$ cat src/rtl/alu_sched.sv
// Two-requester round-robin scheduler sharing one 4-bit ALU, with a tagged response channel.
// Optional per-requester saturating op counters are enabled by defining ALU_SCHED_STATS_EN.
module alu_sched #(
   parameter int unsigned PRIO_INIT = 0
`ifdef ALU_SCHED_STATS_EN
   , parameter int unsigned CNT_W = 8
`endif
) (
   input  logic       clk,
   input  logic       rst,
   input  logic       req0_valid,
   output logic       req0_ready,
   input  logic [3:0] req0_a,
   input  logic [3:0] req0_b,
   input  logic [2:0] req0_op,
   input  logic       req1_valid,
   output logic       req1_ready,
   input  logic [3:0] req1_a,
   input  logic [3:0] req1_b,
   input  logic [2:0] req1_op,
   output logic       rsp_valid,
   input  logic       rsp_ready,
   output logic       rsp_id,
   output logic [3:0] rsp_r,
   output logic       rsp_flag
`ifdef ALU_SCHED_STATS_EN
   , output logic [CNT_W-1:0] cnt0
   , output logic [CNT_W-1:0] cnt1
`endif
);

   typedef enum logic [1:0] {IDLE, EXEC, RESP} state_t;

   state_t     state;
   logic       last_gnt;
   logic       id_q;
   logic [3:0] a_q;
   logic [3:0] b_q;
   logic [2:0] op_q;

   logic       any_valid_c;
   logic       gnt_c;
   logic [3:0] alu_r_c;
   logic       alu_flag_c;
   logic [4:0] sum_c;

   // Grant: lone requester wins; on contention the one not granted last wins.
   always_comb begin
      gnt_c = req1_valid;
      if (req0_valid && req1_valid) begin
         gnt_c = ~last_gnt;
      end
   end

   assign any_valid_c = req0_valid | req1_valid;
   assign req0_ready  = (state == IDLE) && !rst && any_valid_c && !gnt_c;
   assign req1_ready  = (state == IDLE) && !rst && any_valid_c && gnt_c;

   // Shared ALU, fed only from the operand registers; flag is zero for non-arithmetic ops.
   always_comb begin
      alu_r_c    = 4'd0;
      alu_flag_c = 1'b0;
      sum_c      = 5'd0;
      case (op_q)
         3'd0: begin
            sum_c      = {1'b0, a_q} + {1'b0, b_q};
            alu_r_c    = sum_c[3:0];
            alu_flag_c = sum_c[4];
         end
         3'd1: begin
            sum_c      = {1'b0, a_q} + {1'b0, ~b_q} + 5'd1;
            alu_r_c    = sum_c[3:0];
            alu_flag_c = sum_c[4];
         end
         3'd2: alu_r_c = {1'b0, (a_q > b_q), (a_q == b_q), (a_q < b_q)};
         3'd3: alu_r_c = a_q & b_q;
         3'd4: alu_r_c = a_q | b_q;
         3'd5: alu_r_c = ~a_q;
         3'd6: alu_r_c = a_q + 4'd1;
         3'd7: alu_r_c = a_q - 4'd1;
         default: alu_r_c = 4'd0;
      endcase
   end

   always_ff @(posedge clk) begin
      if (rst) begin
         state     <= IDLE;
         rsp_valid <= 1'b0;
         rsp_id    <= 1'b0;
         rsp_r     <= 4'd0;
         rsp_flag  <= 1'b0;
         last_gnt  <= ~1'(PRIO_INIT);
         id_q      <= 1'b0;
         a_q       <= 4'd0;
         b_q       <= 4'd0;
         op_q      <= 3'd0;
      end else begin
         case (state)
            IDLE: begin
               if (any_valid_c) begin
                  a_q   <= gnt_c ? req1_a  : req0_a;
                  b_q   <= gnt_c ? req1_b  : req0_b;
                  op_q  <= gnt_c ? req1_op : req0_op;
                  id_q  <= gnt_c;
                  state <= EXEC;
               end
            end
            EXEC: begin
               rsp_r     <= alu_r_c;
               rsp_flag  <= alu_flag_c;
               rsp_id    <= id_q;
               last_gnt  <= id_q;
               rsp_valid <= 1'b1;
               state     <= RESP;
            end
            RESP: begin
               if (rsp_ready) begin
                  rsp_valid <= 1'b0;
                  state     <= IDLE;
               end
            end
            default: state <= IDLE;
         endcase
      end
   end

`ifdef ALU_SCHED_STATS_EN
   // Saturating count of accepted transfers per requester.
   always_ff @(posedge clk) begin
      if (rst) begin
         cnt0 <= '0;
         cnt1 <= '0;
      end else begin
         if (req0_valid && req0_ready && (cnt0 != '1)) begin
            cnt0 <= cnt0 + CNT_W'(1);
         end
         if (req1_valid && req1_ready && (cnt1 != '1)) begin
            cnt1 <= cnt1 + CNT_W'(1);
         end
      end
   end
`endif

endmodule

$ cat config.mk
export PLATFORM = sky130hd
export DESIGN_NAME = alu_sched
export DESIGN_NICKNAME = d
export VERILOG_FILES = /design/src/rtl/alu_sched.sv
export SDC_FILE = /design/constraint.sdc
export NUM_CORES = 1
export LEC_CHECK = 0
export ABC_CLOCK_PERIOD_IN_PS = 1800
export CORE_ASPECT_RATIO = 0.8
export CORE_MARGIN = 2
export CORE_UTILIZATION = 45
export CTS_CLUSTER_SIZE = 40
export DETAILED_ROUTE_END_ITERATION = 6
export PLACE_DENSITY = 0.85
export RECOVER_POWER = 50
export REMOVE_ABC_BUFFERS = 1
export SETUP_SLACK_MARGIN = 0.15
export SKIP_CTS_REPAIR_TIMING = 1
export SLEW_MARGIN = 0
export SYNTH_ARGS = -nofsm -noshare
export SYNTH_HDL_FRONTEND = slang
export SYNTH_SLANG_ARGS = --single-unit
export TNS_END_PERCENT = 50
$ cat constraint.sdc
create_clock -name clk -period 1.8 [get_ports clk]
set_input_delay 0.18 -clock clk [delete_from_list [all_inputs] [get_ports clk]]
set_output_delay 0.18 -clock clk [all_outputs]
set_load 0.005 [all_outputs]
# Yosys cells after proc, flatten, opt, wreduce, memory -nomap -nowiden
# Cells that the tools add are included.
# word_totals
reg_bits,22
latchBits,0
mem_bits_rw,0
mem_bits_ro,0
input_bits,27
output_inout_bits,9
elab_cells,59
memories,0
# classes
addsub,5
n_mul,0
n_div,0
order_cmp,2
eq_ne,12
shift,0
n_mux,11
n_bitwise,6
n_reduce_logical,13
# ops
op,n
$pmux 4 s8,1
$eq 3x3->1 const B,4
$add 4x4->5,2
$mux 4,2
$not 4->4,2
$eq 3x2->1 const B,2
$pmux 2 s3,1
$reduce_and 2->1,3
$add 5x1->5 const B,1
$logic_and 1x1->1,5
$add 4x1->4 const B,1
$and 4x4->4,1
$eq 4x4->1,1
$gt 4x4->1,1
$lt 4x4->1,1
$mux 2,2
$ne 2x2->1 const B,2
$or 4x4->4,1
$pmux 1 s2,2
$sub 4x1->4 const B,1
$eq 3x1->1 const B,1
$logic_not 3->1,1
$mux 3,1
$eq 2x1->1 const B,1
other kinds (7),9

# Depth between registers and ports, before layout
# logic_depth
ltp_word,4
depth_mapped,9
depth_no_buf,9

# Worst setup path before layout
# OpenSTA, ideal clock, no wires.
# synth_path
path_type,flip-flop to flip-flop
start,register a_q[0]
end,register rsp_r[1]
setup_time_ps,135
arrival_time_ps,1726
required_ps,1665
path_slack_ps,-62
stages_incl_launch_ff,10
path_buffers,0
period_less_slack_ps,1862
path_cell_list,dfxtp_1 > inv_1 > ha_1 > inv_1 > fa_1 > mux2_1 > nand2_1 > o311ai_1 > o21ai_1 > a211oi_2
# synth_between
elab_chain_len,3
elab_cells_between_ends,7
cone_classes,add/sub: 5; eq/ne: 1; mux: 1
# synth_lines
item,line_no,rtl
start: declaration,37,logic [3:0] a_q;
start signal: assignment,101,a_q <= gnt_c ? req1_a : req0_a;
$add 4x4->5,71,"sum_c = {1'b0, a_q} + {1'b0, ~b_q} + 5'd1;"
$add 5x1->5,71,
$pmux 4 s8 (*),64,case (op_q)
end signal: assignment,109,rsp_r <= alu_r_c;
end: declaration,24,"output logic [3:0] rsp_r,"
# Every way passes the cells marked *; elsewhere a longest branch is shown, timed or not.
# A chain may end at the register's enable or synchronous reset.

# Worst setup path after layout
# layout_path
start,register state[1]
end,output req1_ready
# layout_between
elab_chain_len,4
# layout_lines
item,line_no,rtl
start: declaration,34,state_t state;
start signal: assignment,87,state <= IDLE;
start signal: assignment,105,state <= EXEC;
start signal: assignment,114,state <= RESP;
$logic_not 2->1,57,assign req1_ready = (state == IDLE) && !rst && any_valid_c && gnt_c;
$logic_and 1x1->1 (3 in series),57,
end: declaration,17,"output logic req1_ready,"
# Every way passes these cells.

==> impl_metrics.py <==
metrics = {
    "sta": {
        "holdWs_ns": 0.211,
        "clock_skew_ns": 0.00501,
        "period_needed_ns": 1.86,
        "period_share_pct": 104,
        "setup_viol": 1,
        "fin_ws_ns": -0.0636,
        "hold_viol": 0,
        "fmax_mhz": 537,
        "rsz0062_at_grt": "true",
        "finalMaxSlewViolations": 0,
        "slew_headroom_pct": 65.1,
        "worst_pin_slew_ns": 0.523,
        "tns_ns": -0.0636,
    },
    "routing": {
        "firstDrtPassIters": 5,
        "antenna_left": 0,
        "met3_length_um": 274,
        "m1WireLength_mm": 1.75,
        "drc_errors": 0,
        "routed-wl-met2_mm": 1.81,
        "routedWlPerCell_um": 15.2,
        "vias": 1459,
        "highest_layer": "met4",
        "drtIter0Drc": 225,
        "via_per_inst": 5.72,
        "drt_wl_total_mm": 3.89,
    },
    "global_route": {
        "grt_remaining_overflow": 0,
        "antenna_found_initial": 0,
        "grt_pass1_vias": 1317,
        "grt_pass1_wl_mm": 6.13,
        "grt_max_degree": 17,
        "track_usage_pct": 20.6,
    },
    "run_status": {
        "status": "finished with violations",
        "violations": "setup timing",
    },
    "die": {
        "dieHeight_um": 56.0,
        "die_w_um": 69.0,
        "core_area_um2": 3150,
        "fp-row-count": 18,
        "dieArea_um2": 3860,
        "ioPinCount": 36,
        "initial_core_util_pct": 48.2,
    },
    "clock_network": {
        "clock_latency_ns": 0.26,
        "ctsHtreeMaxLevel": 1,
        "clock-sinks": 22,
        "cts_made_buffers": 3,
        "clk_path_buf_depth": 2,
        "cts_root_buffer": "clkbuf_8",
        "tritoncts": "yes",
        "path_clk_slew_ns": 0.08,
    },
    "worst_hold_path": {
        "hp-class": "input pin to flip-flop",
        "hold_path.startpoint": "rst",
    },
    "worst_setup_path": {
        "critPathMaxFanout": 7,
        "critPathLaunchType": "flip-flop",
        "crit_type": "flip-flop to primary output",
        "cp-end-kind": "primary output",
        "critical_path_required_ns": 1.62,
        "worstPathArrival_ns": 1.68,
        "r2r_start": "a_q[0]",
        "startpoint": "state[1]",
    },
    "synthesis": {
        "synth_compound_area_share_pct": 25.1,
        "synth_cell_type_count": 43,
        "synth_top_area_share_pct": 29.0,
        "synth-simple-area-share_pct": 15.0,
        "ys_warn_count": 0,
        "synth_top_cells_by_count": "dfxtp_1 (22), inv_1 (22), ha_1 (14), nand2_1 (14), a222oi_1 (11)",
        "ys_seq_area_share_pct": 29.0,
        "synth_adder_area_share_pct": 15.5,
        "ys_async_sr_fraction_pct": 0,
        "synth_top_family_by_area": "compound AO/OA/AOI/OAI gates",
        "synth_area_um2": 1520,
        "syn_avg_cell_area_um2": 8.84,
        "synth_xor_area_share_pct": 4.03,
        "synth-edff-count": 0,
        "ys.flop_type": "dfxtp_1",
        "synth-seq-cells": 22,
        "synth_top_cell_by_area": "dfxtp_1",
        "synth_area_leaders": "dfxtp_1 (29%), ha_1 (12%), a222oi_1 (7.2%), inv_1 (5.4%), fa_1 (4.0%)",
        "synth_cells": 172,
        "muxShareOfSynthArea_pct": 1.40,
    },
    "cells_and_area": {
        "seqCellArea_um2": 445,
        "layout-drive-gt1-share_pct": 24.2,
        "layout.filler_cells": 249,
        "finalNetCount": 261,
        "multi_input_area_um2": 1040,
        "antenna_cells": 0,
        "area_growth_syn_to_layout_pct": 41.6,
    },
    "pwr": {
        "p_leak_nw": 0.964,
        "total_power_w": 0.00158,
        "power_density_nw_per_um2": 732,
        "vdd_drop_max_uv": 465,
    },
    "placed_design": {
        "hpwl_mm": 2.85,
        "numPortBuffers": 35,
        "dp_slack_ns": -0.114,
        "routabilityCongestion": 0.872,
    },
    "run": {
        "maxCapViolations": 0,
    },
}
## metrics by stage
| step | instance area [um^2] | util, % | instances |
|---|---|---|---|
| 2_1_floorplan | 1450 | - | 161 |
| 3_3_place_gp | 1970 | 62.4 | 251 |
| 3_5_place_dp | 1970 | 62.4 | 251 |
| 4_1_cts | 2010 | 63.7 | 254 |
| 5_1_grt | 2150 | 68.3 | 255 |
| 6_report | 2150 | 68.3 | 255 |
## placed cells by master, fill, tap and decap left out, types with 5 or more instances in the layout
| cell type | instances |
|---|---|
| nor3_1 | 5 |
| a222oi_1 | 11 |
| dfxtp_1 | 18 |
| a21oi_1 | 7 |
| nand2_1 | 14 |
| clkdlybuf4s50_1 | 31 |
| ha_1 | 9 |
| buf_4 | 15 |
| inv_1 | 19 |
## layer usage
| layer | global-route usage (%) | vias up |
|---|---|---|
| met5 | 0 | - |
| met1 | 29.8 | 689 |
| li1 | - | 703 |
| met4 | 3.92 | 0 |
| met3 | 5.06 | 10 |
| met2 | 31.2 | 57 |
## path summary, 6_finish.rpt
check               end  slack (ns)  cells past startpoint
max          req1_ready       -0.06                      3
min            state[0]        0.21                      2
max reg2reg    rsp_r[1]        0.03                      9
min reg2reg        id_q        0.46                      1
## registers in the layout, indices dropped and copies added (netlist names)
| signal | cells |
|---|---|
| op_q | 3 |
| last_gnt | 1 |
| rsp_id | 1 |
| id_q | 1 |
| a_q | 4 |
| b_q | 4 |
| rsp_valid | 1 |
| state | 2 |
| rsp_flag | 1 |
| rsp_r | 4 |
## logic make-up (layout without fill, tap and decap cells)
kind of cell	after synthesis	after routing
fa+ha+maj	17	17
buf+inv	34	77
compound gates	50	50
mux	2	2
flops	22	22
xor+xnor	7	7
simple gates	40	40
## worst max-delay path, cell delays in order, from the launching register on
cell and delay, ns:
dfxtp_2 0.36, nor4_4 0.32, and3_4 0.24, clkdlybuf4s50_1 0.49
## final cells by class
type                       count  area share [%]
timing repair buffer          51            22.7
sequential                    22            20.7
multi-input combinational    116            48.4
inverter                      23            4.01
tap                           40            2.33
clock buffer                   3            1.92
## power breakdown
part / switching, W / internal (W) / total [W]
clock network: 0.000158 / 0.000149 / 0.000308
registers: 0.0000387 / 0.000539 / 0.000578
logic: 0.000346 / 0.000344 / 0.000691
total: 0.000543 / 0.00103 / 0.00158
Note: power is estimated with default switching activity, not from simulation.
